<file path="src/rtl/mem_requester_if.sv">
// Request/response bundle between a datapath or loader and mem_requester.
// Latency: none, wires only.
// Backpressure: req_ready throttles requests; the response side cannot stall.
interface mem_requester_if;
  logic        req_valid;
  logic        req_ready;
  logic        req_write;
  logic [15:0] req_addr;
  logic [15:0] req_wdata;
  logic        rsp_valid;
  logic [15:0] rsp_rdata;
  logic        rsp_err;

  // Request source / response sink (datapath, loader, testbench)
  modport master (
    output req_valid, req_write, req_addr, req_wdata,
    input  req_ready, rsp_valid, rsp_rdata, rsp_err
  );

  // The requester itself
  modport slave (
    input  req_valid, req_write, req_addr, req_wdata,
    output req_ready, rsp_valid, rsp_rdata, rsp_err
  );
endinterface

</file>
<file path="src/rtl/mem_requester.sv">
// Initiator for the 16-bit word memory port: buffers load/store requests, drives Address/DataIn/MemWrite, returns in-order responses.
// Latency from accept edge: store/error response 2 edges, load response 3 edges; 1 store/cycle, 1 load per 2 cycles back-to-back.
// Backpressure: req_ready falls when the request FIFO is full (and during reset); responses are single-cycle pulses with no stall.
// Optional MEM_REQ_STATS_EN adds saturating rd_count/wr_count/err_count outputs.

// Small generic synchronous FIFO; no bypass, pushes are ignored when full.
module mem_req_fifo #(
  parameter int WIDTH = 33,
  parameter int DEPTH = 2
) (
  input  logic             clock,
  input  logic             reset,
  input  logic             push_vld,
  input  logic [WIDTH-1:0] push_dat,
  input  logic             pop_rdy,
  output logic [WIDTH-1:0] head_dat,
  output logic             full,
  output logic             empty
);
  localparam int AW = $clog2(DEPTH);
  localparam logic [AW:0] PTR_ONE = {{AW{1'b0}}, 1'b1};

  logic [AW:0]      wr_ptr_q, wr_ptr_d;
  logic [AW:0]      rd_ptr_q, rd_ptr_d;
  logic [WIDTH-1:0] store_q [DEPTH];
  logic [WIDTH-1:0] store_d [DEPTH];

  // Extra pointer bit distinguishes full from empty when indices match
  assign empty    = (wr_ptr_q == rd_ptr_q);
  assign full     = (wr_ptr_q[AW] != rd_ptr_q[AW]) &&
                    (wr_ptr_q[AW-1:0] == rd_ptr_q[AW-1:0]);
  assign head_dat = store_q[rd_ptr_q[AW-1:0]];

  // Next pointers and storage contents for push/pop
  always_comb begin
    wr_ptr_d = wr_ptr_q;
    rd_ptr_d = rd_ptr_q;
    store_d  = store_q;
    if (push_vld && !full) begin
      store_d[wr_ptr_q[AW-1:0]] = push_dat;
      wr_ptr_d = wr_ptr_q + PTR_ONE;
    end
    if (pop_rdy && !empty) begin
      rd_ptr_d = rd_ptr_q + PTR_ONE;
    end
  end

  // Pointer registers, cleared by synchronous reset
  always_ff @(posedge clock) begin
    if (reset) begin
      wr_ptr_q <= '0;
      rd_ptr_q <= '0;
    end else begin
      wr_ptr_q <= wr_ptr_d;
      rd_ptr_q <= rd_ptr_d;
    end
  end

  // Entry storage needs no reset; pointers define what is valid
  always_ff @(posedge clock) begin
    store_q <= store_d;
  end
endmodule

module mem_requester #(
  parameter int DEPTH      = 512,
  parameter int FIFO_DEPTH = 2
) (
  input  logic        clock,
  input  logic        reset,
  mem_requester_if.slave rq,
  output logic [15:0] mem_addr,
  output logic [15:0] mem_wdata,
  output logic        mem_write,
  input  logic [15:0] mem_rdata,
  output logic        busy
`ifdef MEM_REQ_STATS_EN
  ,
  output logic [15:0] rd_count,
  output logic [15:0] wr_count,
  output logic [15:0] err_count
`endif
);
  typedef struct packed {
    logic        write;
    logic [15:0] addr;
    logic [15:0] wdata;
  } req_t;

  localparam logic [1:0] ST_IDLE    = 2'd0;
  localparam logic [1:0] ST_ISSUE   = 2'd1;
  localparam logic [1:0] ST_CAPTURE = 2'd2;
  localparam logic [1:0] ST_ERR     = 2'd3;

  // One extra bit so DEPTH up to 65536 compares correctly
  localparam logic [16:0] DEPTH_LIM = 17'(DEPTH);

  logic [1:0]  state_q, state_d;
  req_t        issue_q, issue_d;
  logic        rsp_valid_q, rsp_valid_d;
  logic        rsp_err_q, rsp_err_d;
  logic [15:0] rsp_rdata_q, rsp_rdata_d;

  logic        req_ready;
  logic        fifo_push;
  logic        fifo_pop;
  logic        fifo_full;
  logic        fifo_empty;
  req_t        fifo_head;
  req_t        req_in;
  logic        mem_active;

  // Nothing is accepted while reset is high, even though the FIFO is empty
  assign req_ready    = !fifo_full && !reset;
  assign fifo_push    = rq.req_valid && req_ready;
  assign req_in.write = rq.req_write;
  assign req_in.addr  = rq.req_addr;
  assign req_in.wdata = rq.req_wdata;

  mem_req_fifo #(
    .WIDTH ($bits(req_t)),
    .DEPTH (FIFO_DEPTH)
  ) u_fifo (
    .clock    (clock),
    .reset    (reset),
    .push_vld (fifo_push),
    .push_dat (req_in),
    .pop_rdy  (fifo_pop),
    .head_dat (fifo_head),
    .full     (fifo_full),
    .empty    (fifo_empty)
  );

  // Sequencer: each completing state either pops the next request or returns to IDLE
  always_comb begin
    logic advance;
    state_d     = state_q;
    issue_d     = issue_q;
    fifo_pop    = 1'b0;
    rsp_valid_d = 1'b0;
    rsp_err_d   = 1'b0;
    rsp_rdata_d = 16'h0000;
    advance     = 1'b0;

    case (state_q)
      ST_IDLE: begin
        advance = 1'b1;
      end
      ST_ISSUE: begin
        if (issue_q.write) begin
          // Memory takes the write on this same edge, so the ack goes out now
          rsp_valid_d = 1'b1;
          advance     = 1'b1;
        end else begin
          state_d = ST_CAPTURE;
        end
      end
      ST_CAPTURE: begin
        // Memory read data registered on the ISSUE closing edge is valid now
        rsp_valid_d = 1'b1;
        rsp_rdata_d = mem_rdata;
        advance     = 1'b1;
      end
      default: begin
        rsp_valid_d = 1'b1;
        rsp_err_d   = 1'b1;
        advance     = 1'b1;
      end
    endcase

    if (advance) begin
      if (!fifo_empty) begin
        fifo_pop = 1'b1;
        issue_d  = fifo_head;
        state_d  = ({1'b0, fifo_head.addr} < DEPTH_LIM) ? ST_ISSUE : ST_ERR;
      end else begin
        state_d = ST_IDLE;
      end
    end
  end

  // FSM, issue register and response registers; reset drops anything in flight
  always_ff @(posedge clock) begin
    if (reset) begin
      state_q     <= ST_IDLE;
      issue_q     <= '0;
      rsp_valid_q <= 1'b0;
      rsp_err_q   <= 1'b0;
      rsp_rdata_q <= 16'h0000;
    end else begin
      state_q     <= state_d;
      issue_q     <= issue_d;
      rsp_valid_q <= rsp_valid_d;
      rsp_err_q   <= rsp_err_d;
      rsp_rdata_q <= rsp_rdata_d;
    end
  end

  // Memory port is driven only in ISSUE/CAPTURE and forced idle during reset so
  // the memory's reset-time image load is never disturbed
  assign mem_active = !reset && ((state_q == ST_ISSUE) || (state_q == ST_CAPTURE));
  assign mem_addr   = mem_active ? issue_q.addr : 16'h0000;
  assign mem_wdata  = (mem_active && issue_q.write) ? issue_q.wdata : 16'h0000;
  assign mem_write  = !reset && (state_q == ST_ISSUE) && issue_q.write;

  // Response outputs are masked during reset so a stale pulse never escapes
  assign rq.req_ready = req_ready;
  assign rq.rsp_valid = rsp_valid_q && !reset;
  assign rq.rsp_err   = rsp_err_q && !reset;
  assign rq.rsp_rdata = reset ? 16'h0000 : rsp_rdata_q;
  assign busy         = !reset && (!fifo_empty || (state_q != ST_IDLE));

`ifdef MEM_REQ_STATS_EN
  logic [15:0] rd_count_q, rd_count_d;
  logic [15:0] wr_count_q, wr_count_d;
  logic [15:0] err_count_q, err_count_d;

  // Saturating per-kind counters, bumped on the edge the response is produced
  always_comb begin
    rd_count_d  = rd_count_q;
    wr_count_d  = wr_count_q;
    err_count_d = err_count_q;
    if ((state_q == ST_CAPTURE) && (rd_count_q != 16'hFFFF)) begin
      rd_count_d = rd_count_q + 16'd1;
    end
    if ((state_q == ST_ISSUE) && issue_q.write && (wr_count_q != 16'hFFFF)) begin
      wr_count_d = wr_count_q + 16'd1;
    end
    if ((state_q == ST_ERR) && (err_count_q != 16'hFFFF)) begin
      err_count_d = err_count_q + 16'd1;
    end
  end

  // Counter registers, cleared by reset
  always_ff @(posedge clock) begin
    if (reset) begin
      rd_count_q  <= 16'h0000;
      wr_count_q  <= 16'h0000;
      err_count_q <= 16'h0000;
    end else begin
      rd_count_q  <= rd_count_d;
      wr_count_q  <= wr_count_d;
      err_count_q <= err_count_d;
    end
  end

  assign rd_count  = rd_count_q;
  assign wr_count  = wr_count_q;
  assign err_count = err_count_q;
`endif
endmodule

</file>
<file path="src/flat_wrapper.sv">
// flat-port wrapper written by rule: the top's interface ports become plain ports
module mem_requester_flat 
#(
  parameter int DEPTH      = 512,
  parameter int FIFO_DEPTH = 2
)
  (clock, reset, mem_addr, mem_wdata, mem_write, mem_rdata, busy, rq_req_valid, rq_req_write, rq_req_addr, rq_req_wdata, rq_req_ready, rq_rsp_valid, rq_rsp_rdata, rq_rsp_err);
  mem_requester_if rq_i ();
  input  logic clock;
  input  logic reset;
  output logic [15:0] mem_addr;
  output logic [15:0] mem_wdata;
  output logic mem_write;
  input  logic [15:0] mem_rdata;
  output logic busy;
  input wire logic [$bits(rq_i.req_valid)-1:0] rq_req_valid;
  input wire logic [$bits(rq_i.req_write)-1:0] rq_req_write;
  input wire logic [$bits(rq_i.req_addr)-1:0] rq_req_addr;
  input wire logic [$bits(rq_i.req_wdata)-1:0] rq_req_wdata;
  output wire logic [$bits(rq_i.req_ready)-1:0] rq_req_ready;
  output wire logic [$bits(rq_i.rsp_valid)-1:0] rq_rsp_valid;
  output wire logic [$bits(rq_i.rsp_rdata)-1:0] rq_rsp_rdata;
  output wire logic [$bits(rq_i.rsp_err)-1:0] rq_rsp_err;
  assign rq_i.req_valid = rq_req_valid;
  assign rq_i.req_write = rq_req_write;
  assign rq_i.req_addr = rq_req_addr;
  assign rq_i.req_wdata = rq_req_wdata;
  assign rq_req_ready = rq_i.req_ready;
  assign rq_rsp_valid = rq_i.rsp_valid;
  assign rq_rsp_rdata = rq_i.rsp_rdata;
  assign rq_rsp_err = rq_i.rsp_err;
  mem_requester #(.DEPTH(DEPTH), .FIFO_DEPTH(FIFO_DEPTH)) u_core (.clock(clock), .reset(reset), .rq(rq_i), .mem_addr(mem_addr), .mem_wdata(mem_wdata), .mem_write(mem_write), .mem_rdata(mem_rdata), .busy(busy));
endmodule
</file>
<file path="config.mk">
export PLATFORM = sky130hd
export DESIGN_NAME = mem_requester_flat
export DESIGN_NICKNAME = d
export VERILOG_FILES = /design/src/rtl/mem_requester_if.sv /design/src/rtl/mem_requester.sv /design/src/flat_wrapper.sv
export SDC_FILE = /design/constraint.sdc
export NUM_CORES = 1
export LEC_CHECK = 0
export ABC_AREA = 1
export CAP_MARGIN = 30
export CORE_UTILIZATION = 50
export DETAILED_ROUTE_END_ITERATION = 7
export PLACE_DENSITY = 0.79
export REMOVE_ABC_BUFFERS = 1
export SYNTH_ARGS = -nofsm -noshare
export SYNTH_HDL_FRONTEND = slang
export SYNTH_SLANG_ARGS = --single-unit
</file>
<file path="constraint.sdc">
create_clock -name clock -period 3.2 [get_ports clock]
set_input_delay 0.48 -clock clock [delete_from_list [all_inputs] [get_ports clock]]
set_output_delay 0.48 -clock clock [all_outputs]
set_load 0.02 [all_outputs]
</file>
* Word level (Yosys, flattened, before mapping) *
Cells that the tools add are included.

word-level totals
  register bits = 123
  input port bits = 52
  logic and storage cells = 72

cells by class
  eq/ne operators = 6
  reduce and logical (&&, ||, !) cells = 25
  $lt $le $gt $ge = 4
  add/sub/neg operators = 2
  mux-type cells = 20
  bitwise gates (word level) = 4

operators with widths
  operator                                              count
  two-way mux 33 bit                                    4
  bitwise mux 66 bit                                    1
  two-way mux 16 bit                                    3
  demux 33 bit (select 1 bit)                           1
  < comparator 16 x 10 -> 1 bit, second input constant  1
  logical AND 1 bit                                     13
  two-way mux 2 bit                                     5
  two-way mux 1 bit                                     5
  adder 2 x 1 -> 2 bit, second input constant           2
  >= comparator 2 bit, second input constant            2
  inverter 1 -> 2 bit                                   2
  AND reduction 2 bit                                   2
  nonzero test 2 bit                                    2
  logical NOT 1 bit                                     3
  OR reduction 3 bit                                    1
  == test 2 x 1 -> 1 bit, second input constant         1
  == test 2 bit                                         1
  == test 2 bit, second input constant                  1
  logical NOT 2 bit                                     1
  logical OR 1 bit                                      2
  < comparator 2 x 1 -> 1 bit, second input constant    1
  inequality test 2 bit, second input constant          1
  inverter 1 bit                                        2
  one-hot mux 1 bit (2 select lines)                    1
  3 further kinds                                       3

* Depth between registers and ports, before layout *
Gate-level depths: netlist (run 1).

  word-level depth = 8
  gate-level depth with buffers = 11

* Hierarchy *
From an unflattened synthesis (run 1), not the netlist that was laid out.

unflattened totals
  cell total of the unflattened synthesis = 518
  area total of the unflattened synthesis = 4,843.4 um2

modules (own cells, without submodules)
  module         cells each  times used  area each (um2)  seq. area each (um2)
  mem_req_fifo   217         1           2,666.3          2,062.0
  mem_requester  301         1           2,177.1          1,061.0

* Least setup slack after synthesis (run 1) *
Ideal clock, no wire load.

  path type = in2reg
  start = in reset
  end = reg u_core.u_fifo.store_q[33] (netlist bit) (enable)
  library setup time = 423 ps
  stages on the path = 5
  slack = 318 ps
  required time = 2,777 ps
  arrival = 2,459 ps
  path through = buf_2 -> inv_1 -> buf_2 -> nand3_1 -> nor2_1

between the ends
  longest elaborated chain between the ends = 4

ends and longest elaborated chain
  item                  RTL line              RTL
  start, declared       flat_wrapper.sv:10    input logic reset;
  logical NOT 1 bit     mem_requester.sv:114  assign req_ready = !fifo_full && !reset;
  logical AND 1 bit     mem_requester.sv:114
  logical AND 1 bit     mem_requester.sv:115  assign fifo_push = rq.req_valid && req_ready;
  logical AND 1 bit     mem_requester.sv:39   if (push_vld && !full) begin
  end signal, assigned  mem_requester.sv:61   store_q <= store_d;
  end, declared         mem_requester.sv:25   logic [WIDTH-1:0] store_q [DEPTH];

No other way between the ends.
A chain may end at the register's enable or synchronous reset.

* Final worst setup path (run 1) *
  start = reg u_core.state_q[0]
  end = out mem_addr[3]

between the ends
  longest elaborated chain between the ends = 4
  elaborated cells on any way between the ends = 5
  those cells by class = 2 x eq/ne; 1 x mux; 2 x reduce/logical

ends and longest elaborated chain
  item                                                            RTL line              RTL
  start, declared                                                 mem_requester.sv:98   logic [1:0] state_q, state_d;
  start signal, assigned                                          mem_requester.sv:191  state_q <= state_d;
  == test 2 x 1 -> 1 bit / == test 2 bit (equally long branches)  mem_requester.sv:201  assign mem_active = !reset && ((state_q == ST_ISSUE) || (state_q == ST_CAPTURE));
  logical OR 1 bit (*)                                            mem_requester.sv:201
  logical AND 1 bit (*)                                           mem_requester.sv:201
  two-way mux 16 bit (*)                                          mem_requester.sv:202  assign mem_addr = mem_active ? issue_q.addr : 16'h0000;
  end, declared                                                   flat_wrapper.sv:11    output logic [15:0] mem_addr;

Every way passes the cells marked *; elsewhere a longest branch is shown, timed or not.

==> flow_summary.json, run 1 <==
{
  "antenna_found_initial": 0,
  "first_iter_violations": 211,
  "fin_nets": 693,
  "p_per_area_mw_per_mm2": 882,
  "reg2reg_depth": 10,
  "clock_latency_ns": 0.51,
  "ir_worst_vdd_mv": 0.540,
  "dr_total_vias": 3764,
  "cts_root_buffer": "clkbuf_8",
  "relSlewSlack_pct": 58.0,
  "design_area_mm2": 0.00681,
  "area_delta_synth_final_pct": 37.6,
  "cts_buffer_depth": 2,
  "syn_avg_cell_area_um2": 9.35,
  "drive_above_1_share_pct": 7.38,
  "diodes": 0,
  "yosysTopAreaCellShare_pct": 40.1,
  "criticalPathCategory": "register to output port",
  "synthArstFlopShare_pct": 0,
  "yosysSeqAreaShare_pct": 63.2,
  "cp_top_family": "buffers and inverters",
  "timing.hold.worst_path_depth": 2,
  "setup_viol": 0,
  "cp-end-kind": "output port",
  "path_clk_slew_ns": 0.06,
  "maxCapViolCount": 0,
  "portBuffers": 104,
  "ys_top_cells_by_area": "edfxtp_1 (40%), dfxtp_1 (23%), nand2_1 (7.8%)",
  "critPathMaxStageDelay_ns": 0.64,
  "yosys.area.top_type": "edfxtp_1",
  "post-route-period-util_pct": 93.9,
  "tns_ns": 0,
  "worstMarginPinSlew_ns": 0.629,
  "drt_pass1_iterations": 4,
  "grt_pass1_wl_mm": 17.3,
  "grt_pass1_vias": 3659,
  "maxSlewViolCount": 0,
  "cts.sinks": 123,
  "hold_viol_final": 0,
  "dieArea_mm2": 0.0103,
  "ctsHoldBuffers": 0,
  "die_x_um": 101,
  "run_status": "finished, final reports clean",
  "ioPinCount": 105,
  "yosysMostFrequentCell": "nand2_1",
  "numCtsBuffers": 17,
  "grt_max_degree": 32,
  "synth_edf_count": 66,
  "routed_wl_mm": 11.0,
  "postLayoutCoreUtil_pct": 72.3,
  "ant_nets": 0,
  "ys_top_cells_by_count": "nand2_1 (103), nor2_1 (89), inv_1 (87)",
  "netlist_area_mm2": 0.00494,
  "drc": 0,
  "hpwl_mm": 6.95,
  "yosysWarnings": 0,
  "viasPerCell": 4.83,
  "synth_ff_type": "edfxtp_1",
  "rsz0062_at_grt": "false",
  "cts_resized": 0,
  "cp_num_buf_inv": 2,
  "min_period_ns": 3.01,
  "initial_core_util_pct": 52.5,
  "required_ns": 2.72,
  "cts_htree_levels": 4,
  "ys_ff_latch": 123,
  "postPlaceCellArea_mm2": 0.00614,
  "cts_setup_buffers": 0,
  "grt_overflow_total": 0,
  "rows": 35,
  "die_h_um": 101,
  "cts_tree": "yes",
  "core_area_mm2": 0.00942,
  "skew_ns": 0.00889,
  "wl_per_cell_um": 14.1,
  "crit_path_cell_trace": "inv_1 > ha_1 > nand2_1 > nor2_1 > clkdlybuf4s50_1",
  "synth_cell_types": 23,
  "path_max_fanout": 16,
  "grtUsageTotal_pct": 22.7,
  "gp_congestion": 0.718,
  "crit_arrival_ns": 2.53,
  "fmax_ghz": 0.333,
  "hold_class": "register to register",
  "power_leakage_uw": 0.00275,
  "crit_cells": 5,
  "crit_path_start_kind": "register",
  "netlist_instances": 529,
  "n_fill_cell": 686,
  "slowest_stage": "clkdlybuf4s50_1"
}
-- state kept, by name (all words and copies together), names as in the netlist --
register and flops:
u_core.issue_q 33, u_core.rsp_err_q 1, u_core.rsp_rdata_q 16, u_core.rsp_valid_q 1
u_core.state_q 2, u_core.u_fifo.rd_ptr_q 2, u_core.u_fifo.store_q 66, u_core.u_fifo.wr_ptr_q 2
-- cells by family after synthesis --
| kind of cell | share of synthesized area [%] |
|---|---|
| AOI/OAI and AO/OA | 7.09 |
| DFF | 63.2 |
| and+or+nand+nor | 18.3 |
| buffers and inverters | 9.36 |
| xor gates and xnor gates | 1.04 |
| adders and majority gates | 1.01 |
-- worst paths after layout --
check,slack (ns),endpoint,startpoint
worst max-delay path,0.19,mem_addr[3],u_core.state_q[0]
worst min-delay path,0.45,u_core.issue_q[9],u_core.issue_q[9]
worst max register to register,1.08,u_core.issue_q[26],u_core.state_q[1]
worst min register to register,0.45,u_core.issue_q[9],u_core.issue_q[9]
-- where the power goes --
part	switching [µW]	leakage (µW)	internal, µW
Sequential	99.2	0.00107	1940
Combinational	1190	0.00136	628
Clock	695	0.000316	1450
-- per-layer routing --
| metal | part of all wire (%) | vias to the layer above | GRT usage, % | routed length [µm] |
|---|---|---|---|---|
| met4 | 1.5 | 0 | 9.92 | 169 |
| met2 | 53 | 112 | 39.9 | 5860 |
| met1 | 40 | 1764 | 25.5 | 4360 |
| li1 | - | 1873 | - | - |
| met3 | 5.4 | 15 | 6.97 | 592 |
| met5 | 0 | - | 0 | 0 |
-- per-stage QoR --
stage                     instances  hold WS, ns  worst slack [ns]  total power (µW)
after CTS                       779        0.452             0.162              6050
after global placement          746        0.438             0.388              3770
after floorplan                 504        0.427           -0.0502              3210
final                           779        0.450             0.194              6000
after global routing            779        0.459            0.0346              6350
after detailed placement        747        0.444             0.321              3880
-- worst reg2reg max path, stage by stage (launching register included) --
cell	delay (ns)
dfxtp_1	0.35
inv_1	0.08
ha_1	0.22
inv_1	0.09
nor2_1	0.06
inv_2	0.40
nand2_4	0.37
inv_4	0.25
nand2_1	0.08
nand2_1	0.06
nor2_1	0.04
-- placed cells by master (no fill, tap or decap) --
cell type and count:
inv_6 2, buf_16 1, nor2_2 1, xor2_1 3
xnor2_1 1, clkdlybuf4s50_1 104, clkinvlp_4 3, clkbuf_16 16
nand2_4 2, a211oi_1 1, nand3_1 29, ha_1 4
clkbuf_8 2, nand4_1 2, a21boi_0 25, bufinv_16 6
clkinv_1 1, a21oi_1 29, buf_4 8, nor2_1 88
dfxtp_1 57, o21ai_0 2, nor2_4 1, xnor2_2 1
edfxtp_1 66, clkinv_4 2, nand2_1 103, buf_12 1
inv_4 1, inv_1 87, inv_2 1
-- final cells by class --
type                            instances  area [µm²]  area share, %
Inverter                               89         337           4.95
Timing Repair Buffer                  114        1150           16.9
Clock inverter                         14         241           3.55
Tap cell                              129         161           2.37
Sequential cell                       123        3120           45.9
Clock buffer                           18         428           6.29
Multi-Input combinational cell        292        1370           20.1
No activity file was read; power rests on OpenSTA's default activity.
==> inputs of run 2 (changes only) <==
--- a/config.mk
+++ b/config.mk
@@ -7,6 +7,7 @@
 export LEC_CHECK = 0
 export ABC_AREA = 1
 export CAP_MARGIN = 30
+export CORE_MARGIN = 1
 export CORE_UTILIZATION = 50
 export DETAILED_ROUTE_END_ITERATION = 7
 export PLACE_DENSITY = 0.79
==> results of run 2 <==
The final DEF is identical to that of run 1; final timing and power are the same.
